===== src/rtl/kbd_pkg.sv =====
// Shared definitions for the keyboard number path: PS/2 scan codes, prefix
// FSM encoding and the digit decoder.
package kbd_pkg;

    localparam logic [7:0] SC_D0    = 8'h45;
    localparam logic [7:0] SC_D1    = 8'h16;
    localparam logic [7:0] SC_D2    = 8'h1E;
    localparam logic [7:0] SC_D3    = 8'h26;
    localparam logic [7:0] SC_D4    = 8'h25;
    localparam logic [7:0] SC_D5    = 8'h2E;
    localparam logic [7:0] SC_D6    = 8'h36;
    localparam logic [7:0] SC_D7    = 8'h3D;
    localparam logic [7:0] SC_D8    = 8'h3E;
    localparam logic [7:0] SC_D9    = 8'h46;
    localparam logic [7:0] SC_ENTER = 8'h5A;
    localparam logic [7:0] SC_BKSP  = 8'h66;
    localparam logic [7:0] SC_ESC   = 8'h76;
    localparam logic [7:0] SC_BRK   = 8'hF0;
    localparam logic [7:0] SC_EXT   = 8'hE0;

    typedef enum logic [1:0] {
        ST_IDLE    = 2'd0,
        ST_BRK     = 2'd1,
        ST_EXT     = 2'd2,
        ST_EXT_BRK = 2'd3
    } prefix_state_e;

    // Returns {valid, value}; valid is low for anything that is not a digit key.
    function automatic logic [4:0] decode_digit(input logic [7:0] sc);
        case (sc)
            SC_D0:   return {1'b1, 4'd0};
            SC_D1:   return {1'b1, 4'd1};
            SC_D2:   return {1'b1, 4'd2};
            SC_D3:   return {1'b1, 4'd3};
            SC_D4:   return {1'b1, 4'd4};
            SC_D5:   return {1'b1, 4'd5};
            SC_D6:   return {1'b1, 4'd6};
            SC_D7:   return {1'b1, 4'd7};
            SC_D8:   return {1'b1, 4'd8};
            SC_D9:   return {1'b1, 4'd9};
            default: return {1'b0, 4'd0};
        endcase
    endfunction

    function automatic longint unsigned pow10(input int n);
        longint unsigned r;
        r = 64'd1;
        for (int i = 0; i < n; i++) begin
            r = r * 64'd10;
        end
        return r;
    endfunction

endpackage


===== src/rtl/kbd_num_fifo_sync_fifo.sv =====
// Synchronous FIFO with registered head/count/flags; a push and a pop in the
// same cycle are both honoured, including when the FIFO is full.
module sync_fifo #(
    parameter int DATA_WIDTH = 16,
    parameter int DEPTH      = 8
) (
    input  logic                         clk,
    input  logic                         rst_n,
    input  logic                         push,
    input  logic [DATA_WIDTH-1:0]        din,
    input  logic                         pop,
    output logic                         full,
    output logic                         empty,
    output logic [$clog2(DEPTH+1)-1:0]   count,
    output logic [DATA_WIDTH-1:0]        head
);

    localparam int PTR_W = $clog2(DEPTH);
    localparam int CNT_W = $clog2(DEPTH+1);

    logic [DATA_WIDTH-1:0] mem_q [DEPTH];
    logic [PTR_W-1:0]      wr_ptr_q, wr_ptr_d;
    logic [PTR_W-1:0]      rd_ptr_q, rd_ptr_d;
    logic [CNT_W-1:0]      count_q, count_d;
    logic [DATA_WIDTH-1:0] head_q, head_d;
    logic                  full_q, full_d;
    logic                  empty_q, empty_d;
    logic                  push_ok;
    logic                  pop_ok;

    // Next-state for pointers, occupancy and the registered head value.
    always_comb begin
        pop_ok  = pop && !empty_q;
        push_ok = push && (!full_q || pop_ok);

        if (push_ok) begin
            wr_ptr_d = wr_ptr_q + PTR_W'(1);
        end else begin
            wr_ptr_d = wr_ptr_q;
        end

        if (pop_ok) begin
            rd_ptr_d = rd_ptr_q + PTR_W'(1);
        end else begin
            rd_ptr_d = rd_ptr_q;
        end

        case ({push_ok, pop_ok})
            2'b10:   count_d = count_q + CNT_W'(1);
            2'b01:   count_d = count_q - CNT_W'(1);
            default: count_d = count_q;
        endcase

        full_d  = (count_d == CNT_W'(DEPTH));
        empty_d = (count_d == CNT_W'(0));

        // The slot being written becomes the head only when nothing older remains.
        if (empty_d) begin
            head_d = {DATA_WIDTH{1'b0}};
        end else if (push_ok && (rd_ptr_d == wr_ptr_q)) begin
            head_d = din;
        end else begin
            head_d = mem_q[rd_ptr_d];
        end
    end

    // Control and status registers.
    always_ff @(posedge clk) begin
        if (!rst_n) begin
            wr_ptr_q <= {PTR_W{1'b0}};
            rd_ptr_q <= {PTR_W{1'b0}};
            count_q  <= {CNT_W{1'b0}};
            head_q   <= {DATA_WIDTH{1'b0}};
            full_q   <= 1'b0;
            empty_q  <= 1'b1;
        end else begin
            wr_ptr_q <= wr_ptr_d;
            rd_ptr_q <= rd_ptr_d;
            count_q  <= count_d;
            head_q   <= head_d;
            full_q   <= full_d;
            empty_q  <= empty_d;
        end
    end

    // Storage array.
    always_ff @(posedge clk) begin
        if (rst_n && push_ok) begin
            mem_q[wr_ptr_q] <= din;
        end
    end

    assign full  = full_q;
    assign empty = empty_q;
    assign count = count_q;
    assign head  = head_q;

endmodule


===== src/rtl/kbd_num_fifo.sv =====
// Assembles multi-digit decimal numbers from PS/2 make codes (with Backspace
// and Escape editing) and queues completed numbers for the CPU.
module kbd_num_fifo
    import kbd_pkg::*;
#(
    parameter int DATA_WIDTH = 16,
    parameter int DIGITS     = 4,
    parameter int DEPTH      = 8
) (
    input  logic                         clk,
    input  logic                         rst_n,
    input  logic                         code_valid,
    input  logic [7:0]                   code,
    input  logic                         control,
    output logic                         status,
    output logic [DATA_WIDTH-1:0]        num,
    output logic [$clog2(DEPTH+1)-1:0]   count,
    output logic [DATA_WIDTH-1:0]        entry,
    output logic                         overflow
);

    localparam int DIG_W = $clog2(DIGITS+1);

    if (pow10(DIGITS) - 64'd1 >= (64'd1 << DATA_WIDTH)) begin : g_bad_digits
        $error("kbd_num_fifo: DIGITS decimal digits do not fit in DATA_WIDTH bits");
    end
    if ((DEPTH < 2) || ((DEPTH & (DEPTH - 1)) != 0)) begin : g_bad_depth
        $error("kbd_num_fifo: DEPTH must be a power of two and at least 2");
    end

    prefix_state_e         state_q, state_d;
    logic [DATA_WIDTH-1:0] entry_q, entry_d;
    logic [DIG_W-1:0]      ndig_q, ndig_d;
    logic                  overflow_q, overflow_d;
    logic                  commit_req;
    logic                  push;
    logic                  pop;
    logic [4:0]            dig;
    logic                  fifo_full;
    logic                  fifo_empty;

    // Prefix FSM, entry editing and commit decision.
    always_comb begin
        state_d    = state_q;
        entry_d    = entry_q;
        ndig_d     = ndig_q;
        overflow_d = overflow_q;
        commit_req = 1'b0;
        dig        = decode_digit(code);

        if (code_valid) begin
            case (state_q)
                ST_IDLE: begin
                    if (code == SC_BRK) begin
                        state_d = ST_BRK;
                    end else if (code == SC_EXT) begin
                        state_d = ST_EXT;
                    end else if (dig[4]) begin
                        if (ndig_q < DIG_W'(DIGITS)) begin
                            entry_d = entry_q * DATA_WIDTH'(10) + DATA_WIDTH'(dig[3:0]);
                            ndig_d  = ndig_q + DIG_W'(1);
                        end else begin
                            entry_d = entry_q;
                        end
                    end else if (code == SC_ENTER) begin
                        commit_req = 1'b1;
                    end else if (code == SC_BKSP) begin
                        if (ndig_q != DIG_W'(0)) begin
                            entry_d = entry_q / DATA_WIDTH'(10);
                            ndig_d  = ndig_q - DIG_W'(1);
                        end else begin
                            entry_d = entry_q;
                        end
                    end else if (code == SC_ESC) begin
                        entry_d = {DATA_WIDTH{1'b0}};
                        ndig_d  = {DIG_W{1'b0}};
                    end else begin
                        state_d = ST_IDLE;
                    end
                end
                ST_BRK: state_d = ST_IDLE;
                ST_EXT: begin
                    if (code == SC_BRK) begin
                        state_d = ST_EXT_BRK;
                    end else if (code == SC_ENTER) begin
                        commit_req = 1'b1;
                        state_d    = ST_IDLE;
                    end else begin
                        state_d = ST_IDLE;
                    end
                end
                ST_EXT_BRK: state_d = ST_IDLE;
                default:    state_d = ST_IDLE;
            endcase
        end else begin
            state_d = state_q;
        end

        pop  = control && !fifo_empty;
        push = commit_req && (ndig_q != DIG_W'(0));

        // A full FIFO still frees a slot if the CPU reads in the same cycle.
        if (push) begin
            entry_d = {DATA_WIDTH{1'b0}};
            ndig_d  = {DIG_W{1'b0}};
            if (fifo_full && !pop) begin
                overflow_d = 1'b1;
            end else begin
                overflow_d = overflow_q;
            end
        end else begin
            overflow_d = overflow_q;
        end
    end

    // Accumulator and FSM registers.
    always_ff @(posedge clk) begin
        if (!rst_n) begin
            state_q    <= ST_IDLE;
            entry_q    <= {DATA_WIDTH{1'b0}};
            ndig_q     <= {DIG_W{1'b0}};
            overflow_q <= 1'b0;
        end else begin
            state_q    <= state_d;
            entry_q    <= entry_d;
            ndig_q     <= ndig_d;
            overflow_q <= overflow_d;
        end
    end

    sync_fifo #(
        .DATA_WIDTH (DATA_WIDTH),
        .DEPTH      (DEPTH)
    ) u_fifo (
        .clk   (clk),
        .rst_n (rst_n),
        .push  (push),
        .din   (entry_q),
        .pop   (pop),
        .full  (fifo_full),
        .empty (fifo_empty),
        .count (count),
        .head  (num)
    );

    assign status   = !fifo_empty;
    assign entry    = entry_q;
    assign overflow = overflow_q;

endmodule

===== config.mk =====
export PLATFORM = sky130hd
export DESIGN_NAME = kbd_num_fifo
export DESIGN_NICKNAME = d
export VERILOG_FILES = /design/src/rtl/kbd_pkg.sv /design/src/rtl/kbd_num_fifo_sync_fifo.sv /design/src/rtl/kbd_num_fifo.sv
export SDC_FILE = /design/constraint.sdc
export NUM_CORES = 1
export LEC_CHECK = 0
export CAP_MARGIN = 20
export CORE_MARGIN = 1.5
export CORE_UTILIZATION = 61
export CTS_CLUSTER_DIAMETER = 150
export DETAILED_ROUTE_END_ITERATION = 10
export HOLD_SLACK_MARGIN = 0.05
export PLACE_DENSITY = 0.81
export SLEW_MARGIN = 20
export SYNTH_ARGS = -nofsm -noshare
export SYNTH_HDL_FRONTEND = slang
export SYNTH_SLANG_ARGS = --single-unit

===== constraint.sdc =====
create_clock -name clk -period 5.64 [get_ports clk]
set_input_delay 1.128 -clock clk [delete_from_list [all_inputs] [get_ports clk]]
set_output_delay 1.128 -clock clk [all_outputs]
set_load 0.01 [all_outputs]

==> key figures, run 1 <==
Power
  • PwrDens: 285 nW/um^2
  • Combinational power share: 0.202
  • Sequential share of power: 0.446
  • P_leak: 4.20 nW
  • Internal power: 0.00240 W
  • Clock group share of total power: 0.352
  • Sw frac: 0.274
  • Sw Pwr: 0.000906 W
  • Peak VDD IR: 0.236 mV

Critical path
  • CP Class: flip-flop to flip-flop
  • Worst Setup Start Kind: flip-flop
  • Critical path fanouts, max: 20
  • Crit path DAT: 5430 ps
  • Setup crit end kind: flip-flop
  • Worst path required time: 5960 ps

STA
  • Max Freq: 196 MHz
  • Worst-Margin Slew: 940 ps
  • Setup ws final: 528 ps
  • Setup TNS Final: 0 ps
  • RSZ-0062 raised after global routing: no
  • Setup violations, final: 0
  • Worst Skew: 12.3 ps
  • Slew headroom: 0.360
  • Final critical-path required period: 5110 ps
  • Fin crit share: 0.906
  • Pins over their slew limit: 0
  • Final hold vios: 0

Synthesis
  • Syn Area/Cell: 11.3 um^2
  • Post-synth top cells: 128 x edfxtp_1, 78 x nor2_1, 55 x nand2_1, 50 x dfxtp_1, 47 x a21oi_1
  • Yosys top cell area share: 0.375
  • Mapped Area: 10200 um^2
  • Netlist cell types: 95
  • EDFF count, synth: 128
  • Yosys reg bits: 178
  • Yosys top cell by area: edfxtp_1
  • Syn nets: 954
  • Primary FF master, synth: edfxtp_1
  • Top post-synthesis cells by area: edfxtp_1 38%, dfxtp_1 9.8%, mux4_2 7.0%, ha_1 4.2%, nor2_1 2.9%
  • Mapped Cells: 905
  • Count leader, synth: edfxtp_1
  • Ys async rst share: 0
  • Seq/Total Area, Yosys: 0.473
  • Synth Warn #: 0

Cells and area
  • # fillers: 1155
  • Util after Layout: 0.704
  • Final net count: 997
  • Share of layout cells above drive strength 1: 0.151
  • Ant diodes: 0
  • Post-layout instance area: 11600 um^2
  • Area Overhead vs Synth: 13.3%

Clock tree
  • TritonCTS clock tree: yes
  • Total CTS buffers: 17
  • Worst-skew pair later-pin latency: 430 ps
  • Clock buffer depth: 2
  • CTS Hold Bufs: 0
  • H-Tree Depth: 4
  • Clock root buffer: clkbuf_16
  • Setup Fix Bufs, Post-CTS: 0
  • CTS sink count: 178
  • Worst-path clk slew: 70 ps
  • PostCTS Resize Cnt: 0

Status
  • Outcome: finished clean

Placed design
  • Final HPWL DP: 15400 um
  • Port Buffer Count: 49
  • Placed Area: 11000 um^2
  • Place WS: 646 ps
  • GPL Wtd Cong: 0.920

Die
  • Die ar.: 17600 um^2
  • I/O pins: 50
  • Core area: 16500 um^2
  • Site Rows: 47
  • Die Wd: 133 um
  • Starting Density: 0.622
  • Die extent in y: 133 um

Drt
  • Routed len/inst: 19.7 um
  • Routed WL: 23300 um
  • DR pass1 iterations: 5
  • DRC: 0
  • Antenna viol nets, final: 0
  • Number of vias in the routed layout: 7666
  • DR iter-0 viols: 972
  • Via density: 6.49

Global route
  • GRT Util Overall: 0.274
  • Largest net degree at the start of global routing: 33
  • Initial antenna violation count: 0
  • Vias in the first global route: 7402
  • Grt total ovfl: 0
  • First-pass GRT wire length: 38000 um

Job
  • Max-cap violation count: 0

Hold path
  • Hold Path Class: flip-flop to flip-flop
critical path, stage by stage (launching register included):
cell and delay (ps):
dfxtp_1 770, nor2b_1 220, buf_4 220, nand3_1 80
o211ai_1 120, o31a_1 320, o32ai_1 560, mux2i_1 280
o41ai_2 130, nor2_2 190, or4b_1 460, a311oi_2 320
nor2_2 200, a21oi_1 290, mux2_2 260, mux2i_1 200
nand4b_1 110, a32o_1 280
stage by stage:
stage / hold slack [ps] / std cells / total power, W
6_report: 480 / 1181 / 0.00331
5_1_grt: 519 / 1181 / 0.00344
4_1_cts: 482 / 1181 / 0.00333
3_5_place_dp: 472 / 1149 / 0.00217
3_3_place_gp: 464 / 1148 / 0.00214
2_1_floorplan: 449 / 905 / 0.00194
routing by layer:
| metal | vias up | global-route usage | wire length [um] |
|---|---|---|---|
| met1 | 3741 | 0.376 | 10300 |
| met4 | 0 | 0.0849 | 296 |
| met3 | 47 | 0.0375 | 1200 |
| met2 | 302 | 0.458 | 11500 |
| li1 | 3576 | - | - |
| met5 | - | 0 | 0 |
worst paths after layout:
path | startpoint | to | slack, ps | cells past startpoint
max | entry[12]$_SDFFE_PP0P_ | entry[0]$_SDFFE_PP0P_ | 530 | 17
min | ndig_q[1]$_SDFFE_PP0P_ | ndig_q[1]$_SDFFE_PP0P_ | 480 | 2
max reg2reg | entry[12]$_SDFFE_PP0P_ | entry[0]$_SDFFE_PP0P_ | 530 | 17
min reg2reg | ndig_q[1]$_SDFFE_PP0P_ | ndig_q[1]$_SDFFE_PP0P_ | 480 | 2
kinds of logic after synthesis:
family,count (synthesis),synth area share
AND/OR/NAND/NOR,269,0.139
AO/OA/AOI/OAI,222,0.159
flip-flops,178,0.473
buffers and inverters,93,0.0418
multiplexers,60,0.0983
XOR/XNOR,46,0.0423
adder cells (fa/ha/maj),37,0.0474
flip-flops by register name, summed over array words and instances, names as in the netlist, 2 cells and up:
name / cells
u_fifo.head: 16
u_fifo.rd_ptr_q: 3
u_fifo.mem_q: 128
u_fifo.count: 4
u_fifo.wr_ptr_q: 3
state_q: 2
entry: 16
ndig_q: 3
placed cells by master (no fill, tap or decap), types with 33 or more instances in the layout:
master           count
a21oi_1             47
buf_4               33
clkdlybuf4s50_1     49
dfxtp_1             50
edfxtp_1           128
ha_1                34
nand2_1             55
nor2_1              78
power groups by stage:
stage               registers [W]  logic (W)  clock network, W
floorplan                 0.00152   0.000422                 0
global placement          0.00150   0.000643                 0
detailed placement        0.00150   0.000661                 0
CTS                       0.00148   0.000670           0.00118
global route              0.00148   0.000724           0.00123
finish                    0.00148   0.000667           0.00116
area by class of cell:
type | instances | area [um^2] | area share
clock buffers | 18 | 439 | 0.0379
multi-input cells | 634 | 5000 | 0.431
flip-flops and latches | 178 | 4840 | 0.418
inverters | 33 | 124 | 0.0107
well taps | 220 | 275 | 0.0237
clock inverters | 14 | 144 | 0.0124
repair buffers | 84 | 769 | 0.0663
No activity file was read; power rests on OpenSTA's default activity.
==> run 2, diff against run 1 <==
--- a/config.mk
+++ b/config.mk
@@ -5,7 +5,6 @@
 export SDC_FILE = /design/constraint.sdc
 export NUM_CORES = 1
 export LEC_CHECK = 0
-export CAP_MARGIN = 20
 export CORE_MARGIN = 1.5
 export CORE_UTILIZATION = 61
 export CTS_CLUSTER_DIAMETER = 150
==> key figures, run 2 (synthesized netlist as in run 1, its figures left out) <==
Status
  • Outcome: finished clean

Clock tree
  • Clock root buffer: clkbuf_16
  • CTS Hold Bufs: 0 (unchanged)
  • Total CTS buffers: 17 (unchanged)
  • CTS sink count: 178 (unchanged)
  • Worst-skew pair later-pin latency: 430 ps (about the same)
  • Clock buffer depth: 2 (unchanged)
  • Setup Fix Bufs, Post-CTS: 0 (unchanged)
  • Worst-path clk slew: 70 ps (about the same)
  • H-Tree Depth: 4 (unchanged)
  • PostCTS Resize Cnt: 0 (unchanged)
  • TritonCTS clock tree: yes

STA
  • Worst Skew: 11.3 ps (-0.926 ps)
  • Slew headroom: 0.351 (-0.00941)
  • Setup violations, final: 0 (unchanged)
  • Pins over their slew limit: 0 (unchanged)
  • Fin crit share: 0.909 (+0.00271)
  • Max Freq: 195 MHz (-0.30%)
  • RSZ-0062 raised after global routing: no
  • Final hold vios: 0 (unchanged)
  • Setup TNS Final: 0 ps (unchanged)
  • Final critical-path required period: 5130 ps (+15.3 ps)
  • Worst-Margin Slew: 954 ps (+13.8 ps)

Drt
  • Highest Signal Layer: met4
  • Met2 wire len: 11800 um (+2.2%)
  • DR iter-0 viols: 868 (-11%)
  • DR pass1 iterations: 7 (+2)
  • Wl on met1: 10300 um (about the same)
  • DRC: 0 (unchanged)
  • Number of vias in the routed layout: 7601 (-0.85%)
  • Routed WL: 23500 um (+0.95%)
  • Antenna viol nets, final: 0 (unchanged)
  • Met3 routed WL: 1160 um (-3.4%)
  • Routed len/inst: 19.9 um (+1.0%)
  • Via density: 6.44 (-0.76%)

Die
  • I/O pins: 50 (unchanged)
  • Die ar.: 17600 um^2 (unchanged)
  • Starting Density: 0.622 (unchanged)
  • Die Wd: 133 um (unchanged)
  • Site Rows: 47 (unchanged)
  • Die extent in y: 133 um (unchanged)
  • Core area: 16500 um^2 (unchanged)

Power
  • P_leak: 4.20 nW (about the same)
  • Peak VDD IR: 0.335 mV (+42%)
  • PwrDens: 289 nW/um^2 (+1.5%)

Critical path
  • Worst path required time: 5960 ps (about the same)
  • Critical path fanouts, max: 20 (unchanged)
  • Critical R2R Launch: entry[12]$_SDFFE_PP0P_
  • Worst Setup Start Kind: flip-flop
  • Crit path from: entry[12]$_SDFFE_PP0P_
  • Crit path DAT: 5450 ps (+20 ps)
  • Setup crit end kind: flip-flop
  • CP Class: flip-flop to flip-flop

Global route
  • First-pass GRT wire length: 38600 um (+1.6%)
  • Largest net degree at the start of global routing: 33 (unchanged)
  • Grt total ovfl: 0 (unchanged)
  • Vias in the first global route: 7469 (+0.91%)
  • Initial antenna violation count: 0 (unchanged)
  • GRT Util Overall: 0.278 (+0.00357)

Job
  • Max-cap violation count: 0 (unchanged)

Hold path
  • Hold Path Class: flip-flop to flip-flop
  • Hold path start: ndig_q[1]$_SDFFE_PP0P_

Cells and area
  • Final net count: 996 (-0.10%)
  • Most frequent cells in the layout: 128 x edfxtp_1, 78 x nor2_1, 55 x nand2_1
  • Ant diodes: 0 (unchanged)
  • Max reg flops: 128 (unchanged)
  • Largest register by flop count: u_fifo.mem_q
  • Post-layout instance area: 11600 um^2 (+0.26%)
  • Area Overhead vs Synth: 13.6%
  • Share of layout cells above drive strength 1: 0.151 (+0.000157)
  • Most common library cell in the layout ignoring fill and taps: edfxtp_1

Placed design
  • Port Buffer Count: 49 (unchanged)
  • GPL Wtd Cong: 0.920 (unchanged)
  • Placed Area: 11000 um^2 (-0.10%)
  • Final HPWL DP: 15300 um (-0.49%)
## run 2: cell types whose count changed in the layout (fill, tap and decap cells not counted), sizes merged
cell | previous run | this run
bufinv | 1 | 2
buf | 35 | 34
clkbuf | 18 | 17
clkinvlp | 1 | 3
clkinv | 5 | 3
## run 2: final timing paths
| path | slack, ps | depth (start not counted) | end |
|---|---|---|---|
| worst max-delay path | 510 | 17 | entry[0]$_SDFFE_PP0P_ |
| worst min-delay path | 480 | 2 | ndig_q[1]$_SDFFE_PP0P_ |
| worst max register to register | 510 | 17 | entry[0]$_SDFFE_PP0P_ |
| worst min register to register | 480 | 2 | ndig_q[1]$_SDFFE_PP0P_ |
## run 2: critical path: stages (launching register included)
cell and delay [ps]:
dfxtp_1 810, nor2b_1 230, buf_4 220, nand3_1 80, o211ai_1 100, o31a_1 300
o32ai_1 570, mux2i_1 280, o41ai_2 120, nor2_2 180, or4b_1 460, a311oi_2 320
nor2_2 200, a21oi_1 290, mux2_2 270, mux2i_1 190, nand4b_1 110, a32o_1 280
## run 2: cell type report
cell class                      count  area [um^2]
Sequential cell                   178         4840
Inverter                           33          124
Clock inverter                     15          188
Timing Repair Buffer               83          758
Tap cell                          220          275
Fill cell                        1152         4840
Clock buffer                       17          425
Multi-Input combinational cell    634         5010
## run 2: metal layers
metal | GRT usage | vias to the layer above
li1 | - | 3560
met2 | 0.477 | 268
met4 | 0.0824 | 0
met5 | 0 | -
met1 | 0.373 | 3742
met3 | 0.0341 | 31
## run 2: metrics by stage
| stage | setup slack [ps] | cells | total power, W | utilization | hold WS, ps |
|---|---|---|---|---|---|
| 3_3_place_gp | 702 | 1148 | 0.00214 | 0.668 | 464 |
| 5_1_grt | 119 | 1180 | 0.00349 | 0.706 | 515 |
| 3_5_place_dp | 624 | 1148 | 0.00216 | 0.668 | 479 |
| 6_report | 513 | 1180 | 0.00336 | 0.706 | 484 |
| 4_1_cts | 565 | 1180 | 0.00338 | 0.706 | 488 |
| 2_1_floorplan | 1220 | 905 | 0.00194 | - | 449 |
## run 2: power breakdown
group | switching, W | total (W) | internal (W)
clock | 0.000548 | 0.00122 | 0.000675
combinational | 0.000347 | 0.000666 | 0.000319
sequential | 0.0000345 | 0.00148 | 0.00144
total | 0.000929 | 0.00336 | 0.00244
